File: config.mk
export PLATFORM = sky130hd
export DESIGN_NAME = conv_sram_rd_arbiter
export DESIGN_NICKNAME = d
export VERILOG_FILES = /design/src/rtl/conv_sram_rd_arbiter.sv
export SDC_FILE = /design/constraint.sdc
export NUM_CORES = 1
export LEC_CHECK = 0
export ABC_CLOCK_PERIOD_IN_PS = 2200
export CORE_MARGIN = 2
export CORE_UTILIZATION = 42
export DETAILED_ROUTE_END_ITERATION = 8
export PLACE_DENSITY_LB_ADDON = 0.05
export SLEW_MARGIN = 10
export SYNTH_ARGS = -nofsm -noshare
export SYNTH_HDL_FRONTEND = slang
export SYNTH_SLANG_ARGS = --single-unit
File: constraint.sdc
create_clock -name clk -period 2.2 [get_ports clk]
set_input_delay 0.33 -clock clk [delete_from_list [all_inputs] [get_ports clk]]
set_output_delay 0.33 -clock clk [all_outputs]
set_load 0.01 [all_outputs]
File: src/rtl/conv_sram_rd_arbiter.sv
// Round-robin read-port arbiter with burst locking between binary-convolution engines and the shared SRAM.
// Optional per-engine grant counters are built when ARB_STATS_EN is defined.
module conv_sram_rd_arbiter #(
  parameter int NUM_REQ   = 2,
  parameter int ADDR_W    = 12,
  parameter int DATA_W    = 16,
  parameter int RD_LAT    = 1,
  parameter int MAX_BURST = 16
) (
  input  logic                      clk,
  input  logic                      reset_b,
  input  logic [NUM_REQ-1:0]        req,
  input  logic [NUM_REQ-1:0]        lock,
  input  logic [NUM_REQ*ADDR_W-1:0] req_addr,
  output logic [NUM_REQ-1:0]        gnt,
  output logic [NUM_REQ-1:0]        rvalid,
  output logic [DATA_W-1:0]         rdata,
  output logic [ADDR_W-1:0]         sram_rd_addr,
  input  logic [DATA_W-1:0]         sram_rd_data
`ifdef ARB_STATS_EN
  ,
  input  logic                      stats_clr,
  output logic [NUM_REQ*16-1:0]     grant_cnt
`endif
);

  localparam int IDX_W = (NUM_REQ > 1) ? $clog2(NUM_REQ) : 1;
  localparam int CNT_W = $clog2(MAX_BURST + 1);

  typedef enum logic {
    ST_IDLE,
    ST_OWNED
  } state_t;

  state_t             state_q, state_d;
  logic [IDX_W-1:0]   ownIdx_q, ownIdx_d;
  logic [IDX_W-1:0]   rrPtr_q, rrPtr_d;
  logic [CNT_W-1:0]   burstCnt_q, burstCnt_d;
  logic [ADDR_W-1:0]  sramAddr_q;
  logic [DATA_W-1:0]  rdata_q;
  logic [NUM_REQ-1:0] rvalid_q;
  logic               tagValid_q [RD_LAT+1];
  logic [IDX_W-1:0]   tagIdx_q   [RD_LAT+1];

  logic [IDX_W-1:0]   arbPtr;
  logic               winFound;
  logic [IDX_W-1:0]   winIdx;
  logic [NUM_REQ-1:0] ownMask;
  logic               othersReq;
  logic               capHit;
  logic               gntValid;
  logic [IDX_W-1:0]   gntIdx;
  logic [ADDR_W-1:0]  selAddr;

  function automatic logic [IDX_W-1:0] incWrap(input logic [IDX_W-1:0] idx);
    if (int'(idx) == NUM_REQ - 1) begin
      return '0;
    end
    return idx + 1'b1;
  endfunction

  // A releasing owner hands the scan start to the engine after it; otherwise the round-robin pointer applies.
  always_comb begin
    arbPtr = (state_q == ST_OWNED) ? incWrap(ownIdx_q) : rrPtr_q;
  end

  always_comb begin
    logic [IDX_W-1:0] cand;
    winFound = 1'b0;
    winIdx   = '0;
    cand     = arbPtr;
    for (int k = 0; k < NUM_REQ; k++) begin
      if (!winFound && req[cand]) begin
        winFound = 1'b1;
        winIdx   = cand;
      end
      cand = incWrap(cand);
    end
  end

  always_comb begin
    ownMask           = '0;
    ownMask[ownIdx_q] = 1'b1;
    othersReq         = |(req & ~ownMask);
    capHit            = (burstCnt_q == CNT_W'(MAX_BURST));
  end

  always_comb begin
    logic doArb;
    state_d    = state_q;
    ownIdx_d   = ownIdx_q;
    rrPtr_d    = rrPtr_q;
    burstCnt_d = burstCnt_q;
    gntValid   = 1'b0;
    gntIdx     = '0;
    doArb      = 1'b0;

    case (state_q)
      ST_IDLE: begin
        doArb = 1'b1;
      end
      ST_OWNED: begin
        if (!req[ownIdx_q] || (capHit && othersReq)) begin
          // Lock drop coinciding with the cap is folded into this single release.
          doArb      = 1'b1;
          state_d    = ST_IDLE;
          rrPtr_d    = incWrap(ownIdx_q);
          burstCnt_d = '0;
        end else begin
          gntValid = 1'b1;
          gntIdx   = ownIdx_q;
          if (!lock[ownIdx_q]) begin
            state_d    = ST_IDLE;
            rrPtr_d    = incWrap(ownIdx_q);
            burstCnt_d = '0;
          end else if (!capHit) begin
            burstCnt_d = burstCnt_q + 1'b1;
          end
        end
      end
      default: begin
        state_d = ST_IDLE;
      end
    endcase

    if (doArb && winFound) begin
      gntValid = 1'b1;
      gntIdx   = winIdx;
      if (lock[winIdx]) begin
        state_d    = ST_OWNED;
        ownIdx_d   = winIdx;
        burstCnt_d = CNT_W'(1);
      end else begin
        rrPtr_d = incWrap(winIdx);
      end
    end
  end

  always_comb begin
    gnt = '0;
    if (gntValid && reset_b) begin
      gnt[gntIdx] = 1'b1;
    end
  end

  always_comb begin
    selAddr = '0;
    for (int i = 0; i < NUM_REQ; i++) begin
      if (gntIdx == IDX_W'(i)) begin
        selAddr = req_addr[i*ADDR_W +: ADDR_W];
      end
    end
  end

  always_ff @(posedge clk or negedge reset_b) begin
    if (!reset_b) begin
      state_q    <= ST_IDLE;
      ownIdx_q   <= '0;
      rrPtr_q    <= '0;
      burstCnt_q <= '0;
      sramAddr_q <= '0;
    end else begin
      state_q    <= state_d;
      ownIdx_q   <= ownIdx_d;
      rrPtr_q    <= rrPtr_d;
      burstCnt_q <= burstCnt_d;
      if (gntValid) begin
        sramAddr_q <= selAddr;
      end
    end
  end

  // Tag stage RD_LAT lines up with sram_rd_data; rvalid registers alongside rdata.
  always_ff @(posedge clk or negedge reset_b) begin
    if (!reset_b) begin
      for (int s = 0; s <= RD_LAT; s++) begin
        tagValid_q[s] <= 1'b0;
        tagIdx_q[s]   <= '0;
      end
      rvalid_q <= '0;
      rdata_q  <= '0;
    end else begin
      tagValid_q[0] <= gntValid;
      tagIdx_q[0]   <= gntIdx;
      for (int s = 1; s <= RD_LAT; s++) begin
        tagValid_q[s] <= tagValid_q[s-1];
        tagIdx_q[s]   <= tagIdx_q[s-1];
      end
      rvalid_q <= '0;
      if (tagValid_q[RD_LAT]) begin
        rvalid_q[tagIdx_q[RD_LAT]] <= 1'b1;
      end
      rdata_q <= sram_rd_data;
    end
  end

  assign sram_rd_addr = sramAddr_q;
  assign rdata        = rdata_q;
  assign rvalid       = rvalid_q;

`ifdef ARB_STATS_EN
  logic [15:0] grantCnt_q [NUM_REQ];

  // Clear wins over a same-cycle grant; counters stick at all-ones.
  always_ff @(posedge clk or negedge reset_b) begin
    if (!reset_b) begin
      for (int i = 0; i < NUM_REQ; i++) begin
        grantCnt_q[i] <= '0;
      end
    end else begin
      for (int i = 0; i < NUM_REQ; i++) begin
        if (stats_clr) begin
          grantCnt_q[i] <= '0;
        end else if (gnt[i] && (grantCnt_q[i] != 16'hFFFF)) begin
          grantCnt_q[i] <= grantCnt_q[i] + 16'd1;
        end
      end
    end
  end

  always_comb begin
    grant_cnt = '0;
    for (int i = 0; i < NUM_REQ; i++) begin
      grant_cnt[i*16 +: 16] = grantCnt_q[i];
    end
  end
`endif

  gntOneHot: assert property (@(posedge clk) disable iff (!reset_b) $onehot0(gnt));
  gntNeedsReq: assert property (@(posedge clk) disable iff (!reset_b) (gnt & ~req) == '0);
  rvalidOneHot: assert property (@(posedge clk) disable iff (!reset_b) $onehot0(rvalid));

endmodule

==> results_dict.tcl, run 1 <==
set metrics [dict create \
    status "finished, violations left" \
    violations "negative setup slack" \
    cts_hold_buf 0 \
    cts_buffers 5 \
    final_cells 303 \
    maxClockFrequency_mhz 455 \
    cts_tree "done" \
    slew_headroom_pct 70.3 \
    dp.cells 291 \
    route.met3.wl_um 265 \
    layout.nets 298 \
    endpoint "gnt[0]" \
    drv_cap 0 \
    mappedNetlistArea_mm2 0.00186 \
    syn_avg_cell_area_um2 12.0 \
    rows 24 \
    synthArstFlopShare_pct 100 \
    synth_seq_cells 42 \
    clock_path_buffers 2 \
    period_share_pct 100 \
    drc 0 \
    wirelength_mm 4.77 \
    core-area_mm2 0.00432 \
    post-place-ws_ns -0.167 \
    n_fill_cell 331 \
    drive_above_1_share_pct 17.1 \
    grt_pass1_vias 1723 \
    synthTopCellsByArea "dfrtp_1 56%, o221a_1 6.0%, a211o_1 5.6%, and2_1 4.7%, a21oi_1 1.6%" \
    worstSetupPathType "flop to primary output" \
    dp_hpwl_mm 3.52 \
    synth_top_cell_by_area "dfrtp_1" \
    hold_class "primary input to async pin" \
    syn_nets 203 \
    antenna_left 0 \
    postSynthCellCount 155 \
    htree_levels 2 \
    worstSkewPairLatency_ns 0.29 \
    final_cell_mix "74 x clkdlybuf4s50_1, 42 x dfrtp_1, 20 x buf_4, 14 x and2_1, 12 x a211o_1" \
    whs_ns 0.0590 \
    wl_met2_mm 2.52 \
    ir_worst_vdd_mv 0.381 \
    critPathRequiredTime_ns 1.87 \
    reg2reg_to "ownIdx_q$_DFFE_PN0P_" \
    period_minus_slack_ns 2.20 \
    start_kind "flop" \
    place.gp.congestion 0.926 \
    chipHeight_um 70.6 \
    grt_max_degree 26 \
    die_area_mm2 0.00499 \
    io_pins 78 \
    synth_cell_types 42 \
    critPathLaunch "burstCnt_q[0]$_DFF_PN0_" \
    cts_sinks 42 \
    rr_startpoint "burstCnt_q[0]$_DFF_PN0_" \
    rsz0062_at_grt "true" \
    yosysWarnings 0 \
    hold_viol 0 \
    tightest_slew_ns 0.443 \
    die_x_um 70.6 \
    cp_max_fo 2 \
    synth_edf_count 0 \
    clk_pin_slew_ns 0.08 \
    setup_slack_ns -0.0000551 \
    mostFrequentLayoutCell "clkdlybuf4s50_1" \
    slew_viol_final 0 \
    fin_skew_ns 0.00312 \
    reg2reg_slack_ns 0.26 \
    drt_pass1_iterations 4 \
    n_antenna_cell 0 \
    grt_overflow 0 \
    yosys_most_used_dff "dfrtp_1" \
    setup-tns-final_ns -0.0000551 \
    wl_met1_mm 1.91 \
    antenna_found_initial 0 \
    yosysSeqAreaShare_pct 56.4 \
    post_drt_wl_per_cell_um 15.7 \
    worstSetupEndpointType "primary output" \
    drt-vias-per-instance 5.33 \
    top_layer_used "met4" \
    leakage_nw 1.25 \
    power_density_mw_per_mm2 809 \
    grtUsageTotal_pct 20.3 \
    finalSetupViolations 1 \
    netlist.area_leader.share_pct 56.4 \
    area_growth_pct 55.8 \
    vias 1615 \
    drtIter0Drc 90 \
    cp_data_arrival_time_ns 1.87 \
    grt_pass1_wl_mm 8.07 \
    worstRegToRegCells 8 \
    root_buffer "clkbuf_8" \
    initial_utilization_pct 43.1 \
    portBuffers 77 \
]
-- routing by layer --
| metal | track usage, % | up-vias |
|---|---|---|
| met3 | 3.85 | 6 |
| met2 | 37.7 | 63 |
| met1 | 22.8 | 789 |
| met5 | 0 | - |
| met4 | 8.39 | 0 |
| li1 | - | 757 |
-- critical path: stages, from the launching register on --
cell	delay, ns
dfrtp_1	0.40
inv_2	0.09
ha_4	0.15
nand4bb_4	0.13
xnor2_2	0.17
a211o_4	0.34
and3_4	0.18
buf_6	0.11
-- cells by family (layout without fill, tap and decap cells) --
logic type	count (synthesis)	after routing	synth area share, %
AO/OA/AOI/OAI	45	45	20.5
XOR/XNOR	1	1	0.873
adder cells (fa/ha/maj)	2	2	1.34
buffers and inverters	15	111	4.50
flip-flops	42	42	56.4
multiplexers	2	2	1.07
AND/OR/NAND/NOR	48	48	15.3
-- synth_stat cells (3+ instances only) --
library cell,count
a211o_1,12
a21oi_1,6
and2_1,14
and3_1,3
clkbuf_1,4
dfrtp_1,42
inv_1,6
nand2_1,7
nand2b_1,3
nor2_1,7
o21ai_0,4
o221a_1,10
-- through the flow --
stage	utilization (%)	power (W)	instance area (µm²)
after global routing	67.2	0.00249	2900
after detailed placement	63.7	0.00176	2750
after CTS	66.7	0.00232	2880
final	67.2	0.00235	2900
after floorplan	-	0.00139	1860
after global placement	63.7	0.00174	2750
-- flip-flops by register name, summed over array words and instances, names as in the netlist --
register / flops
tagIdx_q: 2
sram_rd_addr: 12
ownIdx_q: 1
tagValid_q: 2
state_q: 1
rvalid: 2
rdata: 16
burstCnt_q: 5
rrPtr_q: 1
-- how the worst min path moves through the flow --
stage | startpoint | end | slack, ns | cells after the start
floorplan | reset_b | burstCnt_q[0]$_DFF_PN0_ | 0.03 | 0
detailed placement | tagValid_q[1]$_DFF_PN0_ | tagValid_q[0]$_DFF_PN0_ | 0.34 | 0
global route | reset_b | sram_rd_addr[5]$_DFFE_PN0P_ | 0.07 | 2
finish | reset_b | burstCnt_q[0]$_DFF_PN0_ | 0.06 | 2
global placement | tagIdx_q[1]$_DFF_PN0_ | tagIdx_q[0]$_DFF_PN0_ | 0.33 | 0
CTS | reset_b | sram_rd_addr[5]$_DFFE_PN0P_ | 0.07 | 2
-- what timing repair did --
item | 4_1_cts | 5_1_grt
gates resized for setup | 14 | 2
pin swaps | 4 | 3
setup endpoints to repair | 2 | 2
buffers inserted | 2 | 2
-- final cells by class --
class / count / area, µm² / share of cell area, %
Timing Repair Buffer: 97 / 912 / 31.4
Clock buffer: 5 / 68.8 / 2.37
Sequential cell: 42 / 1050 / 36.2
Multi-Input combinational cell: 98 / 763 / 26.3
Clock inverter: 3 / 21.3 / 0.732
Tap cell: 52 / 65.1 / 2.24
Inverter: 6 / 22.5 / 0.776
-- power breakdown --
part	switching (W)	total (W)	internal, W
Combinational	0.000369	0.000872	0.000503
Clock	0.000273	0.000496	0.000223
Sequential	0.0000883	0.000981	0.000893
Total	0.000730	0.00235	0.00162
Note: power is estimated with default switching activity, not from simulation.
==> run 2, diff against run 1 <==
- CELL_PAD_IN_SITES_DETAIL_PLACEMENT: default -> 1
- CELL_PAD_IN_SITES_GLOBAL_PLACEMENT: default -> 2
- CORE_UTILIZATION: 42 -> 38
- DONT_BUFFER_PORTS: default -> 1
==> results_dict.tcl, run 2 (synthesized netlist as in run 1, its figures left out) <==
set metrics [dict create \
    status "completed" \
    drc 0 \
    n_antenna_cell 0 \
    start_kind "flop" \
    power_density_mw_per_mm2 992 \
    cts_sinks 42 \
    root_buffer "clkbuf_8" \
    drt-vias-per-instance 5.67 \
    post_drt_wl_per_cell_um 19.3 \
    initial_utilization_pct 39.5 \
    drv_cap 0 \
    dp_hpwl_mm 3.04 \
    drt_pass1_iterations 4 \
    grt_overflow 0 \
    final_cells 233 \
    mostFrequentLayoutCell "dfrtp_1" \
    clk_pin_slew_ns 0.08 \
    grt_max_degree 43 \
    cts_buffers 5 \
    hold_viol 0 \
    portBuffers 0 \
    finalSetupViolations 0 \
    cp_data_arrival_time_ns 1.80 \
    hold_class "primary input to flop" \
    wirelength_mm 4.51 \
    maxClockFrequency_mhz 469 \
    io_pins 78 \
    cts_tree "done" \
    die_area_mm2 0.00548 \
    die_x_um 74.0 \
    grt_pass1_vias 1419 \
    worstSetupPathType "flop to primary output" \
    rows 25 \
    clock_path_buffers 2 \
    period_share_pct 96.9 \
    area_growth_pct 15.1 \
    grt_pass1_wl_mm 7.01 \
    drive_above_1_share_pct 20.5 \
    final_util_pct 45.4 \
    period_minus_slack_ns 2.13 \
    chipHeight_um 74.0 \
    final_cell_mix "42 x dfrtp_1, 14 x and2_1, 12 x a211o_1, 10 x o221a_1, 10 x buf_4" \
    worstSkewPairLatency_ns 0.29 \
    grtUsageTotal_pct 17.3 \
    leakage_nw 0.914 \
    worstSetupEndpointType "primary output" \
    cp_max_fo 3 \
    place.gp.congestion 0.854 \
    tightest_slew_ns 0.585 \
    ir_worst_vdd_mv 0.443 \
    largest_register_ffs 16 \
    antenna_left 0 \
    dp.cells 218 \
    rsz0062_at_grt "true" \
    layout.nets 213 \
    slew_viol_final 0 \
    core-area_mm2 0.00472 \
    setup_slack_ns 0.0688 \
    slew_headroom_pct 60.6 \
    vias 1322 \
    fin_skew_ns 0.00608 \
    critPathRequiredTime_ns 1.87 \
    antenna_found_initial 0 \
    post-place-ws_ns -0.00483 \
    htree_levels 2 \
    drtIter0Drc 66 \
]
run 2: area by class of cell:
class                   count  area [µm²]
multi-input cells          98         791
clock inverters             3        23.8
clock buffers               5        68.8
flip-flops and latches     42        1050
well taps                  67        83.8
repair buffers             12         105
fillers                   512        2580
inverters                   6        22.5
run 2: worst paths after layout:
kind                       cells past startpoint                 endpoint  slack (ns)                     from
max in group asynchronous                      2        rrPtr_q$_DFF_PN0_        1.49                  reset_b
min reg2reg                                    0  tagValid_q[0]$_DFF_PN0_        0.36  tagValid_q[1]$_DFF_PN0_
max reg2reg                                    9  burstCnt_q[0]$_DFF_PN0_        0.15  burstCnt_q[0]$_DFF_PN0_
max                                            6                   gnt[0]        0.07  burstCnt_q[0]$_DFF_PN0_
min in group asynchronous                      2  burstCnt_q[4]$_DFF_PN0_        0.50                  reset_b
min                                            0      rdata[11]$_DFF_PN0_        0.06         sram_rd_data[11]
run 2: report_power, final:
part	switching (W)	total, W	internal (W)
sequential	0.000142	0.00103	0.000893
clock	0.000286	0.000513	0.000227
combinational	0.000281	0.000580	0.000300
run 2: per-stage QoR:
stage               power, W  TNS (ns)  hold WS, ns  area (µm²)
finish               0.00213         0       0.0563        2150
global placement     0.00146         0       0.0357        1920
CTS                  0.00208         0       0.0473        2100
floorplan            0.00139         0       0.0344        1860
global route         0.00227   -0.0408       0.0331        2150
detailed placement   0.00149  -0.00483       0.0361        1920
run 2: worst max-delay path, stage by stage, from the launching register on:
cell,delay [ns]
dfrtp_1,0.40
inv_2,0.09
ha_4,0.16
nand4bb_4,0.17
xnor2_4,0.18
a211o_4,0.35
and3_4,0.16
run 2: per-layer routing:
layer | share of wire [%] | vias to the layer above | wire, µm | track usage, %
met5 | 0 | - | 0 | 0
met4 | 2.6 | 0 | 119 | 7.27
met3 | 7.6 | 14 | 343 | 6.23
met2 | 51 | 68 | 2280 | 29.0
met1 | 39 | 655 | 1770 | 20.0
li1 | - | 585 | - | -
run 2: repair_timing:
action                     CTS  global route
hold endpoints to repair    42             0
setup buffers                3             2
gates resized for setup      3             7
pin swaps                    3             6
hold buffers                 2             0
setup endpoints to repair    3             3
